`src/rtl/vga_pkg.sv`:
```
// Shared VGA definitions: 12-bit colour type, default 640x480@60 timing,
// colour palette and the box motion direction type.
package vga_pkg;

   typedef logic [11:0] rgb12_t;

   // Motion direction of one box axis
   typedef enum logic {
      DIR_INC = 1'b0,
      DIR_DEC = 1'b1
   } dir_t;

   // Default 640x480@60 timing (25 MHz pixel clock)
   localparam int DEF_H_ACTIVE = 640;
   localparam int DEF_H_FP     = 16;
   localparam int DEF_H_SYNC   = 96;
   localparam int DEF_H_BP     = 48;
   localparam int DEF_V_ACTIVE = 480;
   localparam int DEF_V_FP     = 10;
   localparam int DEF_V_SYNC   = 2;
   localparam int DEF_V_BP     = 33;

   // Palette
   localparam rgb12_t PAL_BLACK   = 12'h000;
   localparam rgb12_t PAL_RED     = 12'hF00;
   localparam rgb12_t PAL_GREEN   = 12'h0F0;
   localparam rgb12_t PAL_BLUE    = 12'h00F;
   localparam rgb12_t PAL_YELLOW  = 12'hFF0;
   localparam rgb12_t PAL_MAGENTA = 12'hF0F;

   // Box colour for a bounce colour index; index 0 is the configured foreground
   function automatic rgb12_t pal_sel(input logic [1:0] idx, input rgb12_t fg);
      rgb12_t c;
      case (idx)
         2'd0:    c = fg;
         2'd1:    c = PAL_GREEN;
         2'd2:    c = PAL_YELLOW;
         default: c = PAL_MAGENTA;
      endcase
      return c;
   endfunction

endpackage

```
`src/rtl/vga_timing.sv`:
```
// VGA raster timing: horizontal/vertical counters, active-low syncs,
// active-area flag and a strobe on the last pixel of the frame.
// All outputs are combinational decodes of the counter registers.
module vga_timing
   import vga_pkg::*;
#(
   parameter  int H_ACTIVE = DEF_H_ACTIVE,
   parameter  int H_FP     = DEF_H_FP,
   parameter  int H_SYNC   = DEF_H_SYNC,
   parameter  int H_BP     = DEF_H_BP,
   parameter  int V_ACTIVE = DEF_V_ACTIVE,
   parameter  int V_FP     = DEF_V_FP,
   parameter  int V_SYNC   = DEF_V_SYNC,
   parameter  int V_BP     = DEF_V_BP,
   localparam int H_TOTAL  = H_ACTIVE + H_FP + H_SYNC + H_BP,
   localparam int V_TOTAL  = V_ACTIVE + V_FP + V_SYNC + V_BP,
   localparam int HW       = $clog2(H_TOTAL),
   localparam int VW       = $clog2(V_TOTAL)
) (
   input  logic          i_clk,
   input  logic          i_rst,
   output logic [HW-1:0] o_hcnt,
   output logic [VW-1:0] o_vcnt,
   output logic          o_hsync_n,
   output logic          o_vsync_n,
   output logic          o_active,
   output logic          o_frame_end
);

   logic [HW-1:0] r_hcnt;
   logic [VW-1:0] r_vcnt;
   logic          w_h_last;
   logic          w_v_last;

   assign w_h_last = (r_hcnt == HW'(H_TOTAL - 1));
   assign w_v_last = (r_vcnt == VW'(V_TOTAL - 1));

   // Raster counters: hcnt free-runs, vcnt advances on each hcnt wrap
   always_ff @(posedge i_clk or posedge i_rst) begin
      if (i_rst) begin
         r_hcnt <= '0;
         r_vcnt <= '0;
      end else if (w_h_last) begin
         r_hcnt <= '0;
         r_vcnt <= w_v_last ? '0 : r_vcnt + 1'b1;
      end else begin
         r_hcnt <= r_hcnt + 1'b1;
      end
   end

   assign o_hcnt      = r_hcnt;
   assign o_vcnt      = r_vcnt;
   assign o_hsync_n   = !((r_hcnt >= HW'(H_ACTIVE + H_FP)) &&
                          (r_hcnt <  HW'(H_ACTIVE + H_FP + H_SYNC)));
   assign o_vsync_n   = !((r_vcnt >= VW'(V_ACTIVE + V_FP)) &&
                          (r_vcnt <  VW'(V_ACTIVE + V_FP + V_SYNC)));
   assign o_active    = (r_hcnt < HW'(H_ACTIVE)) && (r_vcnt < VW'(V_ACTIVE));
   assign o_frame_end = w_h_last && w_v_last;

endmodule

```
`src/rtl/bouncing_box_gen.sv`:
```
// 640x480@60 VGA generator drawing one rectangle that bounces in X and Y.
// Position moves once per frame, on the last pixel, so it never changes
// inside the active area. All outputs are registered one cycle after the
// raster counters and stay mutually aligned.
// Optional macro BOUNCE_COLOR_EN: box colour steps through a 4-entry
// palette on every frame in which either axis bounces.
module bouncing_box_gen
   import vga_pkg::*;
#(
   parameter int     H_ACTIVE = DEF_H_ACTIVE,
   parameter int     H_FP     = DEF_H_FP,
   parameter int     H_SYNC   = DEF_H_SYNC,
   parameter int     H_BP     = DEF_H_BP,
   parameter int     V_ACTIVE = DEF_V_ACTIVE,
   parameter int     V_FP     = DEF_V_FP,
   parameter int     V_SYNC   = DEF_V_SYNC,
   parameter int     V_BP     = DEF_V_BP,
   parameter int     BOX_W    = 80,
   parameter int     BOX_H    = 80,
   parameter int     SPD_W    = 4,
   parameter rgb12_t FG_RGB   = PAL_BLUE,
   parameter rgb12_t BG_RGB   = PAL_RED
) (
   input  logic             clk,
   input  logic             rst,
   input  logic             run,
   input  logic [SPD_W-1:0] speed_x,
   input  logic [SPD_W-1:0] speed_y,
   output logic [3:0]       vgaRed,
   output logic [3:0]       vgaGreen,
   output logic [3:0]       vgaBlue,
   output logic             Hsync,
   output logic             Vsync,
   output logic             frame_tick
);

   localparam int H_TOTAL = H_ACTIVE + H_FP + H_SYNC + H_BP;
   localparam int V_TOTAL = V_ACTIVE + V_FP + V_SYNC + V_BP;
   localparam int HW      = $clog2(H_TOTAL);
   localparam int VW      = $clog2(V_TOTAL);
   localparam int XMAX    = H_ACTIVE - BOX_W;
   localparam int YMAX    = V_ACTIVE - BOX_H;

   logic [HW-1:0] w_hcnt;
   logic [VW-1:0] w_vcnt;
   logic          w_hsync_n, w_vsync_n, w_active, w_frame_end;

   vga_timing #(
      .H_ACTIVE(H_ACTIVE), .H_FP(H_FP), .H_SYNC(H_SYNC), .H_BP(H_BP),
      .V_ACTIVE(V_ACTIVE), .V_FP(V_FP), .V_SYNC(V_SYNC), .V_BP(V_BP)
   ) u_timing (
      .i_clk       (clk),
      .i_rst       (rst),
      .o_hcnt      (w_hcnt),
      .o_vcnt      (w_vcnt),
      .o_hsync_n   (w_hsync_n),
      .o_vsync_n   (w_vsync_n),
      .o_active    (w_active),
      .o_frame_end (w_frame_end)
   );

   logic [HW-1:0] r_box_x;
   logic [VW-1:0] r_box_y;
   dir_t          r_dir_x, r_dir_y;

   // One bit wider than the position so pos+s can never wrap
   logic [HW:0]   w_sx, w_x_sum;
   logic [VW:0]   w_sy, w_y_sum;
   logic [HW-1:0] w_x_nxt;
   logic [VW-1:0] w_y_nxt;
   dir_t          w_dx_nxt, w_dy_nxt;
   logic          w_flip_x, w_flip_y;

   assign w_sx    = (HW+1)'(speed_x);
   assign w_sy    = (VW+1)'(speed_y);
   assign w_x_sum = {1'b0, r_box_x} + w_sx;
   assign w_y_sum = {1'b0, r_box_y} + w_sy;

   // X axis next position: clamp at the wall and reverse; zero speed holds
   always_comb begin
      w_x_nxt  = r_box_x;
      w_dx_nxt = r_dir_x;
      w_flip_x = 1'b0;
      if (speed_x != '0) begin
         if (r_dir_x == DIR_INC) begin
            if (w_x_sum >= (HW+1)'(XMAX)) begin
               w_x_nxt  = HW'(XMAX);
               w_dx_nxt = DIR_DEC;
               w_flip_x = 1'b1;
            end else begin
               w_x_nxt = w_x_sum[HW-1:0];
            end
         end else begin
            if ({1'b0, r_box_x} <= w_sx) begin
               w_x_nxt  = '0;
               w_dx_nxt = DIR_INC;
               w_flip_x = 1'b1;
            end else begin
               w_x_nxt = r_box_x - w_sx[HW-1:0];
            end
         end
      end
   end

   // Y axis next position: same rule as X, independent of it
   always_comb begin
      w_y_nxt  = r_box_y;
      w_dy_nxt = r_dir_y;
      w_flip_y = 1'b0;
      if (speed_y != '0) begin
         if (r_dir_y == DIR_INC) begin
            if (w_y_sum >= (VW+1)'(YMAX)) begin
               w_y_nxt  = VW'(YMAX);
               w_dy_nxt = DIR_DEC;
               w_flip_y = 1'b1;
            end else begin
               w_y_nxt = w_y_sum[VW-1:0];
            end
         end else begin
            if ({1'b0, r_box_y} <= w_sy) begin
               w_y_nxt  = '0;
               w_dy_nxt = DIR_INC;
               w_flip_y = 1'b1;
            end else begin
               w_y_nxt = r_box_y - w_sy[VW-1:0];
            end
         end
      end
   end

   // Box position/direction, committed only on the last pixel of a running frame
   always_ff @(posedge clk or posedge rst) begin
      if (rst) begin
         r_box_x <= '0;
         r_box_y <= '0;
         r_dir_x <= DIR_INC;
         r_dir_y <= DIR_INC;
      end else if (w_frame_end && run) begin
         r_box_x <= w_x_nxt;
         r_box_y <= w_y_nxt;
         r_dir_x <= w_dx_nxt;
         r_dir_y <= w_dy_nxt;
      end
   end

   rgb12_t w_box_rgb;

`ifdef BOUNCE_COLOR_EN
   logic [1:0] r_cidx;

   // Colour index advances once for any frame that bounces on either axis
   always_ff @(posedge clk or posedge rst) begin
      if (rst) begin
         r_cidx <= 2'd0;
      end else if (w_frame_end && run && (w_flip_x || w_flip_y)) begin
         r_cidx <= r_cidx + 2'd1;
      end
   end

   assign w_box_rgb = pal_sel(r_cidx, FG_RGB);
`else
   assign w_box_rgb = FG_RGB;
`endif

   logic   w_hit;
   rgb12_t w_pix_rgb;

   assign w_hit = (w_hcnt >= r_box_x) &&
                  ({1'b0, w_hcnt} < ({1'b0, r_box_x} + (HW+1)'(BOX_W))) &&
                  (w_vcnt >= r_box_y) &&
                  ({1'b0, w_vcnt} < ({1'b0, r_box_y} + (VW+1)'(BOX_H)));

   // Pixel mux: box over background inside the active area, black outside
   always_comb begin
      w_pix_rgb = PAL_BLACK;
      if (w_active) begin
         w_pix_rgb = w_hit ? w_box_rgb : BG_RGB;
      end
   end

   rgb12_t r_rgb;
   logic   r_hsync, r_vsync, r_tick;

   // Output stage: one register for every output keeps them aligned
   always_ff @(posedge clk or posedge rst) begin
      if (rst) begin
         r_rgb   <= PAL_BLACK;
         r_hsync <= 1'b1;
         r_vsync <= 1'b1;
         r_tick  <= 1'b0;
      end else begin
         r_rgb   <= w_pix_rgb;
         r_hsync <= w_hsync_n;
         r_vsync <= w_vsync_n;
         r_tick  <= w_frame_end;
      end
   end

   assign vgaRed     = r_rgb[11:8];
   assign vgaGreen   = r_rgb[7:4];
   assign vgaBlue    = r_rgb[3:0];
   assign Hsync      = r_hsync;
   assign Vsync      = r_vsync;
   assign frame_tick = r_tick;

endmodule

```
`config.mk`:
```
export PLATFORM = sky130hd
export DESIGN_NAME = bouncing_box_gen
export DESIGN_NICKNAME = d
export VERILOG_FILES = /design/src/rtl/vga_pkg.sv /design/src/rtl/vga_timing.sv /design/src/rtl/bouncing_box_gen.sv
export SDC_FILE = /design/constraint.sdc
export NUM_CORES = 1
export LEC_CHECK = 0
export CORE_MARGIN = 8
export CORE_UTILIZATION = 30
export CTS_CLUSTER_DIAMETER = 80
export DETAILED_ROUTE_END_ITERATION = 12
export PLACE_DENSITY_LB_ADDON = 0.25
export SLEW_MARGIN = 20
export SYNTH_ARGS = -nofsm -noshare
export SYNTH_HDL_FRONTEND = slang
export SYNTH_SLANG_ARGS = --single-unit
```
`constraint.sdc`:
```
create_clock -name clk -period 3.36 [get_ports clk]
set_input_delay 0.672 -clock clk [delete_from_list [all_inputs] [get_ports clk]]
set_output_delay 0.672 -clock clk [all_outputs]
set_load 0.01 [all_outputs]
```
# Word level (Yosys, flattened, before mapping)
# Cells that the tools add are included.
# totals
reg_bits	57
in_bits	11
output_inout_bits	15
# op_classes
addsub	8
n_lt_le_gt_ge	14
n_eq_ne	2
n_mux	16
reduce_logical	14
# op_table
operator	count
10-bit 2-to-1 mux	8
12-bit 2-to-1 mux	2
10-bit by 4-bit adder with 11-bit output	2
10-bit by 7-bit adder with 11-bit output (second input constant)	2
10-bit by 11-bit < comparator with 1-bit output	2
10-bit by 1-bit adder with 10-bit output (second input constant)	2
10-bit == test (second input constant)	2
10-bit greater-or-equal comparator	2
10-bit by 4-bit less-or-equal comparator with 1-bit output	2
10-bit < comparator (second input constant)	2
10-bit by 9-bit < comparator with 1-bit output (second input constant)	2
10-bit by 4-bit subtractor with 10-bit output	2
11-bit by 10-bit greater-or-equal comparator with 1-bit output (second input constant)	1
11-bit by 9-bit greater-or-equal comparator with 1-bit output (second input constant)	1
10-bit greater-or-equal comparator (second input constant)	1
10-bit by 9-bit greater-or-equal comparator with 1-bit output (second input constant)	1
1-bit logical AND	8
4-bit nonzero test	2
1-bit 2-to-1 mux	6
2-bit AND reduction	2
1-bit zero test	2

# Longest topological paths before layout
# Gate-level depths: netlist (run 1).
# logic_depth
depth_word	7
depth_mapped	11
depth_no_buf	11

# Modules after synthesis
# Synthesis (run 1) repeated with hierarchy kept, for this count alone.
# unflattened
hier_cells	580
hier_area_um2	4847.1
# by_module_without_submodules
module	instances	cells_per_inst	area_each_um2
bouncing_box_gen	1	468	3754.9
vga_timing	1	112	1092.3

# Least setup slack after synthesis (run 1)
# OpenSTA, ideal clock, no wires.
# synth_timing
path_type	input to register
from	input port speed_x[0]
to	register r_box_x[4]
setup_time_ps	136
arrival_time_ps	2698
required_ps	3224
path_slack_ps	526
stages	9
path_buffers	0
path_cell_list	ha_1 fa_1 nor2b_2 o311ai_2 nand3_1 a2bb2oi_1 o21ai_2 a2111oi_0 nor3_1
# synth_between
elab_chain_cells	4
elab_cells_between_ends	9
cone_classes	add/sub: 2; order compare: 2; mux: 3; reduce/logical: 2
# synth_lines
element	line_no	text
start, declared	bouncing_box_gen.sv:27	input logic [SPD_W-1:0] speed_x,
10-bit by 4-bit adder with 11-bit output	bouncing_box_gen.sv:76	assign w_x_sum = {1'b0, r_box_x} + w_sx;
11-bit by 10-bit greater-or-equal comparator with 1-bit output	bouncing_box_gen.sv:86	if (w_x_sum >= (HW+1)'(XMAX)) begin
10-bit 2-to-1 mux	bouncing_box_gen.sv:86	
10-bit 2-to-1 mux	bouncing_box_gen.sv:85	if (r_dir_x == DIR_INC) begin
end signal, assigned	bouncing_box_gen.sv:139	r_box_x <= w_x_nxt;
end, declared	bouncing_box_gen.sv:62	logic [HW-1:0] r_box_x;
# Parallel ways exist; a longest one is shown, timed or not.
# A chain may end at the register's enable or synchronous reset.

# Worst setup path after layout (run 1)
# layout_timing
from	input port speed_x[1]
to	register r_box_x[0]
# The elaborated chain is that of the path after synthesis.

==> results of run 1 <==
==> placed cells by master, fill, tap and decap left out, drive strengths merged, types with 4 or more instances in the layout <==
cell type      count
inv               43
fa                 4
or3                5
o31ai             12
nand3             18
and2               5
nand2             32
and3               7
a211oi             7
a21o              16
a31oi              9
clkbuf             5
xor2              10
xnor2             17
nand2b             9
nor2              42
clkinv             5
clkdlybuf4s50     21
o211ai             6
nor4               6
conb               4
nand4              9
buf               25
ha                56
nor3              16
or4                7
nor2b              7
o21a               8
a21oi             36
o21ai             43
dfrtp             45
==> power by group through the flow <==
stage / clock network (mW) / registers, mW / logic, mW
global placement: 0 / 0.580 / 0.130
global route: 0.559 / 0.569 / 0.145
CTS: 0.544 / 0.569 / 0.132
floorplan: 0 / 0.580 / 0.0800
detailed placement: 0 / 0.580 / 0.131
finish: 0.524 / 0.569 / 0.131
==> sequential cells by signal, indices dropped and copies added, names as in the netlist <==
name,cells
Vsync,1
r_rgb,2
r_box_y,10
frame_tick,1
r_box_x,10
u_timing.o_hcnt,10
u_timing.o_vcnt,10
r_dir_x,1
Hsync,1
r_dir_y,1
==> final cells by class <==
| type | count | area [µm²] | area share |
|---|---|---|---|
| clock buffer | 5 | 125 | 0.0234 |
| clock inverter | 3 | 18.8 | 0.00351 |
| inverter | 45 | 170 | 0.0318 |
| multi-input combinational | 439 | 3190 | 0.596 |
| sequential | 47 | 1180 | 0.220 |
| tap | 216 | 270 | 0.0505 |
| timing repair buffer | 46 | 398 | 0.0743 |
==> critical path: cells and delay by family <==
| family | cells | cell delay, ns |
|---|---|---|
| AOI/OAI and AO/OA | 6 | 1.19 |
| adders and majority gates | 1 | 0.34 |
| buffers and inverters | 3 | 0.84 |
| and+or+nand+nor | 1 | 0.30 |
==> how the worst max path moves through the flow <==
| stage | start | to | cells after the start |
|---|---|---|---|
| floorplan | speed_x[0] | r_box_x[4] | 9 |
| finish | speed_x[1] | r_box_x[0] | 11 |
| detailed placement | speed_x[0] | r_box_x[4] | 10 |
| global route | speed_x[1] | r_box_x[5] | 9 |
| global placement | speed_x[0] | r_box_x[4] | 10 |
| CTS | speed_x[0] | r_box_x[4] | 10 |
==> synthesized netlist by cell type, drive strengths merged (6+ instances only) <==
library cell / n
xnor2: 17
o31ai: 12
buf: 25
nand3: 18
ha: 56
nand2: 32
o21ai: 43
a31oi: 9
nor4: 6
nand2b: 9
a211oi: 7
nor3: 16
nor2: 42
nor2b: 7
o21a: 8
xor2: 10
o211ai: 6
a21oi: 36
inv: 43
dfrtp: 45
clkbuf: 6
a21o: 16
or4: 7
nand4: 9
and3: 7
==> stage by stage <==
| step | area (µm²) | hold slack [ns] | instances |
|---|---|---|---|
| finish | 5350 | 0.524 | 801 |
| global route | 5350 | 0.556 | 801 |
| CTS | 5350 | 0.524 | 801 |
| detailed placement | 5200 | 0.513 | 793 |
| global placement | 5200 | 0.498 | 793 |
| floorplan | 4740 | 0.475 | 562 |
==> cells by family (layout without fill, tap and decap cells) <==
| family | after synthesis | in the layout | share of synthesized area |
|---|---|---|---|
| AND/OR/NAND/NOR | 175 | 175 | 0.206 |
| AO/OA/AOI/OAI | 172 | 172 | 0.246 |
| buffers and inverters | 76 | 99 | 0.0800 |
| adder cells (fa/ha/maj) | 60 | 60 | 0.165 |
| flip-flops | 47 | 47 | 0.249 |
| XOR/XNOR | 27 | 27 | 0.0500 |
| other | 1 | 4 | 0.000794 |
| multiplexers | 1 | 1 | 0.00212 |
==> metal layers <==
layer | GRT usage | routed length [µm] | vias up
met4 | 0.0418 | 218 | 0
met3 | 0.0239 | 566 | 20
met1 | 0.168 | 5760 | 2019
met5 | 0 | 0 | -
li1 | - | - | 2078
met2 | 0.220 | 6140 | 135
==> flow_metrics.env, run 1 <==
export IMPL_status="finished clean"
export IMPL_whs_path_depth=1
export IMPL_p_leak_nw=2.30
export IMPL_h_tree_depth=2
export IMPL_synth_cell_types=79
export IMPL_ys_flop_type="dfrtp_1"
export IMPL_nFillCells=1660
export IMPL_drive_gt1_frac=0.103
export IMPL_port_buffers=21
export IMPL_start_util=0.302
export IMPL_clkSinkCount=47
export IMPL_required_ns=3.55
export IMPL_areaGrowthSynthToFinish_pct=13.3
export IMPL_cts_root_buf="clkbuf_16"
export IMPL_netlist_area_leader_share=0.238
export IMPL_synth_top_cell_by_area="dfrtp_1"
export IMPL_critPathCaptureType="flop"
export IMPL_worst_hold_path_type="reg2reg"
export IMPL_grt_pass1_vias=4217
export IMPL_yosysWarningCount=0
export IMPL_swShare=0.264
export IMPL_combinationalPowerShare=0.107
export IMPL_drt_total_wl_mm=12.7
export IMPL_coreArea_um2=15700
export IMPL_die_x_um=142
export IMPL_track_usage=0.131
export IMPL_cts_tree="built"
export IMPL_syn_avg_cell_area_um2=8.45
export IMPL_gp_congestion=0.897
export IMPL_tightest_slew_ns=0.903
export IMPL_clk_pin_slew_worst_paths_ns=0.07
export IMPL_p_sw_uw=323
export IMPL_grt_max_degree=48
export IMPL_drtAntennaViolNets=0
export IMPL_crit_fanout=7
export IMPL_async_reset_ff_frac=1.00
export IMPL_post_dp_hpwl_mm=9.73
export IMPL_grt_overflow=0
export IMPL_min_period_over_period=0.938
export IMPL_ir_worst_vdd_mv=0.177
export IMPL_setup_slack_ns=0.210
export IMPL_period_minus_slack_ns=3.15
export IMPL_crit_path_max_incr_delay_ns=0.56
export IMPL_max_cap_violations=0
export IMPL_postCtsSetupRepairBufs=0
export IMPL_slew_headroom=0.397
export IMPL_clk_insertion_delay_late_ns=0.30
export IMPL_p_clk_frac=0.428
export IMPL_min_to="u_timing.o_hcnt[0]"
export IMPL_ios=26
export IMPL_dieArea_um2=20000
export IMPL_vias_per_cell=5.31
export IMPL_remaining_drc_errors=0
export IMPL_crit_chain="clkdlybuf4s50_1 -> inv_1 -> ha_1 -> nor3b_1 -> o31a_1 -> o21a_1 -> a21oi_1 -> o21ai_2 -> buf_4 -> o211ai_1 -> a21o_1"
export IMPL_cts_buffers=5
export IMPL_rrSetupSlack_ns=0.43
export IMPL_ys_top_cells_by_area="dfrtp_1 (24%), ha_1 (15%), a21oi_1 (3.8%)"
export IMPL_crit_path_start_kind="input pin"
export IMPL_hold_violations=0
export IMPL_synth_edf_count=0
export IMPL_power_frac_seq=0.465
export IMPL_p_int_uw=901
export IMPL_min_delay_start="u_timing.o_hcnt[0]"
export IMPL_timing_rr_end="r_rgb[10]"
export IMPL_first_iter_violations=342
export IMPL_path_class="in2reg"
export IMPL_reg2reg_from="r_box_y[7]"
export IMPL_antenna_cells=0
export IMPL_cts_resized=0
export IMPL_crit_slowest_cell="clkdlybuf4s50_1"
export IMPL_die_y_um=142
export IMPL_arrival_ns=3.34
export IMPL_dr_pass1_iters=6
export IMPL_layout_nets=655
export IMPL_ys_ff_latch=47
export IMPL_finalPower_mw=1.22
export IMPL_rr_worst_depth=9
export IMPL_cts_buffer_depth=2
export IMPL_finalSetupViolations=0
export IMPL_netlist_instances=559
export IMPL_slew_viol_final=0
export IMPL_fmax_mhz=317
export IMPL_wl_per_cell_um=15.8
export IMPL_yosysSeqAreaShare=0.249
export IMPL_hold_buffers=0
export IMPL_via_count=4252
export IMPL_post_route_util=0.342
export IMPL_syn_area_um2=4730
export IMPL_row_count=46
export IMPL_fin_skew_ns=0.00931
export IMPL_powerDensity_nw_per_um2=228
export IMPL_antenna_found_initial=0
export IMPL_finalSetupTns_ns=0
export IMPL_grt_pass1_wl_mm=21.3
export IMPL_dp_worst_setup_slack_ns=-0.0911
Note: power is estimated with default switching activity, not from simulation.
==> run 2: changes to the inputs <==
Settings changed: CORE_UTILIZATION 30 to 60, PLACE_DENSITY set to 0.89, PLACE_DENSITY_LB_ADDON 0.25 to unset.
==> flow_metrics.env, run 2 (synthesis gave the netlist of run 1 again) <==
export IMPL_grt_pass1_wl_mm=20.7
export IMPL_cts_buffers=5
export IMPL_min_delay_start="u_timing.o_hcnt[0]"
export IMPL_required_ns=3.58
export IMPL_coreArea_um2=7690
export IMPL_slew_viol_final=0
export IMPL_final_cell_mix="ha_1 (56), dfrtp_1 (45), inv_1 (42)"
export IMPL_crit_slowest_cell="clkdlybuf4s50_1"
export IMPL_antenna_found_initial=0
export IMPL_via_count=4378
export IMPL_dr_pass1_iters=7
export IMPL_die_x_um=105
export IMPL_min_period_over_period=0.937
export IMPL_wl_per_cell_um=17.4
export IMPL_p_leak_nw=2.31
export IMPL_fin_area_um2=5220
export IMPL_tightest_slew_ns=0.678
export IMPL_crit_path_start_kind="input pin"
export IMPL_status="finished clean"
export IMPL_grt_pass1_vias=4381
export IMPL_crit_path_max_incr_delay_ns=0.57
export IMPL_drive_gt1_frac=0.108
export IMPL_die_y_um=105
export IMPL_crit_chain="clkdlybuf4s50_1 -> inv_1 -> ha_1 -> nor3b_1 -> o31a_1 -> o2111ai_1 -> nor2_1 -> a21oi_1 -> buf_4 -> a211o_1 -> a22oi_1"
export IMPL_grt_overflow=0
export IMPL_cts_root_buf="clkbuf_8"
export IMPL_arrival_ns=3.37
export IMPL_crit_fanout=4
export IMPL_critPathCaptureType="flop"
export IMPL_path_class="in2reg"
export IMPL_period_minus_slack_ns=3.15
export IMPL_slew_headroom=0.547
export IMPL_placed_area_um2=5100
export IMPL_track_usage=0.221
export IMPL_crit_path_start="speed_x[1]"
export IMPL_drtAntennaViolNets=0
export IMPL_layout_nets=661
export IMPL_row_count=32
export IMPL_first_iter_violations=238
export IMPL_rsz0062_at_grt="no"
export IMPL_clk_pin_slew_worst_paths_ns=0.10
export IMPL_fin_skew_ns=0.0102
export IMPL_post_dp_hpwl_mm=9.33
export IMPL_clkSinkCount=47
export IMPL_nFillCells=660
export IMPL_max_cap_violations=0
export IMPL_cts_buffer_depth=2
export IMPL_cts_resized=0
export IMPL_remaining_drc_errors=0
export IMPL_hold_buffers=0
export IMPL_reg2reg_from="r_box_y[4]"
export IMPL_dieArea_um2=11000
export IMPL_finalSetupViolations=0
export IMPL_grt_max_degree=33
export IMPL_cts_tree="built"
export IMPL_powerDensity_nw_per_um2=220
export IMPL_ios=26
export IMPL_port_buffers=21
export IMPL_final_common_cell="ha_1"
export IMPL_register_area_um2=1180
export IMPL_vias_per_cell=6.32
export IMPL_post_route_util=0.679
export IMPL_antenna_cells=0
export IMPL_clk_insertion_delay_late_ns=0.31
export IMPL_gp_congestion=0.966
export IMPL_drt_total_wl_mm=12.1
export IMPL_areaGrowthSynthToFinish_pct=10.4
export IMPL_ir_worst_vdd_mv=0.164
export IMPL_hold_violations=0
export IMPL_fmax_mhz=318
export IMPL_worst_hold_path_type="reg2reg"
export IMPL_postCtsSetupRepairBufs=0
export IMPL_multi_input_area_um2=3180
export IMPL_h_tree_depth=2
export IMPL_start_util=0.615
run 2: routing by layer:
metal	vias up	wire length, µm	GRT usage	share of wire
met5	-	0	0	0
met4	0	255	0.0734	0.021
met3	24	862	0.0356	0.071
met2	164	5700	0.362	0.47
met1	2099	5240	0.291	0.43
li1	2091	-	-	-
run 2: power breakdown:
| part | internal (mW) | leakage, nW | switching (mW) | total (mW) |
|---|---|---|---|---|
| clock | 0.226 | 0.0587 | 0.215 | 0.441 |
| combinational | 0.0613 | 1.63 | 0.0748 | 0.136 |
| sequential | 0.567 | 0.614 | 0.00170 | 0.568 |
run 2: worst max-delay path: cells and delay by family:
| family | cells | cell delay, ns |
|---|---|---|
| AO/OA/AOI/OAI | 5 | 1.01 |
| adder cells (fa/ha/maj) | 1 | 0.34 |
| buffers and inverters | 3 | 0.87 |
| AND/OR/NAND/NOR | 2 | 0.47 |
run 2: area by class of cell:
cell class,count,area share
inverters,45,0.0324
multi-input cells,439,0.610
flip-flops and latches,47,0.226
well taps,102,0.0245
clock inverters,3,0.00911
clock buffers,5,0.0132
repair buffers,52,0.0849
run 2: path summary, 6_finish.rpt:
path	to	slack [ns]	cells after the start
max in group asynchronous	Hsync	1.90	3
setup reg to reg	r_rgb[10]	0.41	9
hold / removal	u_timing.o_hcnt[0]	0.52	1
hold reg to reg	u_timing.o_hcnt[0]	0.52	1
min in group asynchronous	r_box_y[3]	0.80	2
setup / recovery	r_box_x[3]	0.21	11
run 2: per-stage QoR:
stage	setup WS, ns	cells	setup TNS (ns)	hold WS (ns)	power [mW]
after global routing	0.0215	693	0	0.549	1.19
final	0.213	693	0	0.516	1.15
after CTS	0.220	693	0	0.519	1.15
after detailed placement	-0.0880	685	-0.211	0.503	0.713
after floorplan	0.526	562	0	0.475	0.660
after global placement	0.0827	685	0	0.493	0.708
==> run 3: changes to the inputs <==
Settings changed: CORE_UTILIZATION 60 to 55, PLACE_DENSITY 0.89 to 0.83.
==> flow_metrics.env, run 3 (synthesis gave the netlist of run 1 again) <==
export IMPL_grt_max_degree=32
export IMPL_required_ns=3.56
export IMPL_gp_congestion=0.978
export IMPL_cts_buffers=5
export IMPL_powerDensity_nw_per_um2=217
export IMPL_min_period_over_period=0.926
export IMPL_finalSetupTns_ns=0
export IMPL_grtUsageMet3=0.0390
export IMPL_port_buffers=21
export IMPL_cts_root_buf="clkbuf_8"
export IMPL_first_iter_violations=255
export IMPL_cts_tree="built"
export IMPL_drt_total_wl_mm=12.4
export IMPL_fmax_mhz=321
export IMPL_grt_overflow=0
export IMPL_slew_viol_final=0
export IMPL_rrSetupSlack_ns=0.42
export IMPL_ios=26
export IMPL_critPathCaptureType="flop"
export IMPL_wl_per_cell_um=17.4
export IMPL_ir_worst_vdd_mv=0.175
export IMPL_slew_headroom=0.540
export IMPL_final_common_cell="ha_1"
export IMPL_crit_path_start_kind="input pin"
export IMPL_grt_pass1_wl_mm=21.4
export IMPL_hold_buffers=0
export IMPL_rsz0062_at_grt="no"
export IMPL_drtAntennaViolNets=0
export IMPL_grt_use_met1=0.270
export IMPL_dieArea_um2=11800
export IMPL_p_leak_nw=2.37
export IMPL_fin_hold_ws_ns=0.522
export IMPL_antenna_found_initial=0
export IMPL_die_y_um=109
export IMPL_worst_hold_path_type="reg2reg"
export IMPL_remaining_drc_errors=0
export IMPL_clk_pin_slew_worst_paths_ns=0.10
export IMPL_tightest_slew_ns=0.680
export IMPL_finalSetupViolations=0
export IMPL_grt_pass1_vias=4552
export IMPL_clk_insertion_delay_late_ns=0.31
export IMPL_clkSinkCount=47
export IMPL_arrival_ns=3.31
export IMPL_vias_per_cell=6.26
export IMPL_final_cell_mix="ha_1 (56), dfrtp_1 (45), buf_4 (44)"
export IMPL_period_minus_slack_ns=3.11
export IMPL_die_x_um=109
export IMPL_top_usage_layer="met2"
export IMPL_met2_usage=0.373
export IMPL_dr_pass1_iters=5
export IMPL_fin_skew_ns=0.0109
export IMPL_areaGrowthSynthToFinish_pct=12.6
export IMPL_via_count=4460
export IMPL_h_tree_depth=2
export IMPL_post_dp_hpwl_mm=9.80
export IMPL_antenna_cells=0
export IMPL_hold_violations=0
export IMPL_track_usage=0.221
export IMPL_drive_gt1_frac=0.127
export IMPL_crit_fanout=6
export IMPL_max_cap_violations=0
export IMPL_layout_nets=674
export IMPL_start_util=0.555
export IMPL_cts_buffer_depth=2
export IMPL_coreArea_um2=8510
export IMPL_row_count=34
export IMPL_status="finished clean"
export IMPL_path_class="in2reg"
-- run 3: worst max-delay path, cell delays in order --
cell,delay (ns)
clkdlybuf4s50_1,0.57
inv_1,0.10
ha_1,0.34
nor3b_1,0.28
o31a_1,0.27
o21a_1,0.18
a21oi_1,0.11
o21ai_2,0.30
buf_4,0.17
o211ai_1,0.12
a21o_1,0.20
-- run 3: area by class of cell --
cell class                      instances  area (µm²)
Clock buffer                            5        68.8
Clock inverter                          3        46.3
Fill cell                             760        3190
Inverter                               45         169
Multi-Input combinational cell        439        3180
Sequential cell                        47        1180
Tap cell                              108         135
Timing Repair Buffer                   65         541
-- run 3: timing repair --
item,CTS,global route
gates resized for setup,0,1
endpoints found under the setup margin,0,1
buffers inserted,0,0
-- run 3: power breakdown --
group	switching, mW	total (mW)	internal (mW)
clock network	0.221	0.446	0.225
logic	0.0760	0.142	0.0658
registers	0.00167	0.568	0.567
total	0.299	1.16	0.857
-- run 3: through the flow --
| step | util | total power [mW] | std cells | instance area (µm²) | worst slack [ns] |
|---|---|---|---|---|---|
| after global placement | 0.612 | 0.715 | 704 | 5200 | 0.0380 |
| after floorplan | - | 0.660 | 562 | 4740 | 0.526 |
| after CTS | 0.625 | 1.16 | 712 | 5320 | 0.309 |
| final | 0.625 | 1.16 | 712 | 5320 | 0.249 |
| after detailed placement | 0.612 | 0.720 | 704 | 5200 | -0.0190 |
| after global routing | 0.625 | 1.20 | 712 | 5320 | 0.0333 |
-- run 3: per-layer routing --
metal | vias to the layer above | wire length (µm) | share of wire
met5 | - | 0 | 0
met4 | 0 | 393 | 0.032
met3 | 40 | 729 | 0.059
met2 | 168 | 5930 | 0.48
met1 | 2138 | 5300 | 0.43
li1 | 2114 | - | -
-- run 3: path summary, 6_finish.rpt --
kind                                    start            endpoint  cells after the start
max in group asynchronous                 rst          r_box_x[2]                      3
setup reg to reg                   r_box_y[5]           r_rgb[10]                      9
hold / removal             u_timing.o_hcnt[0]  u_timing.o_hcnt[0]                      1
hold reg to reg            u_timing.o_hcnt[0]  u_timing.o_hcnt[0]                      1
min in group asynchronous                 rst          r_box_y[4]                      2
setup / recovery                   speed_x[1]          r_box_x[0]                     11
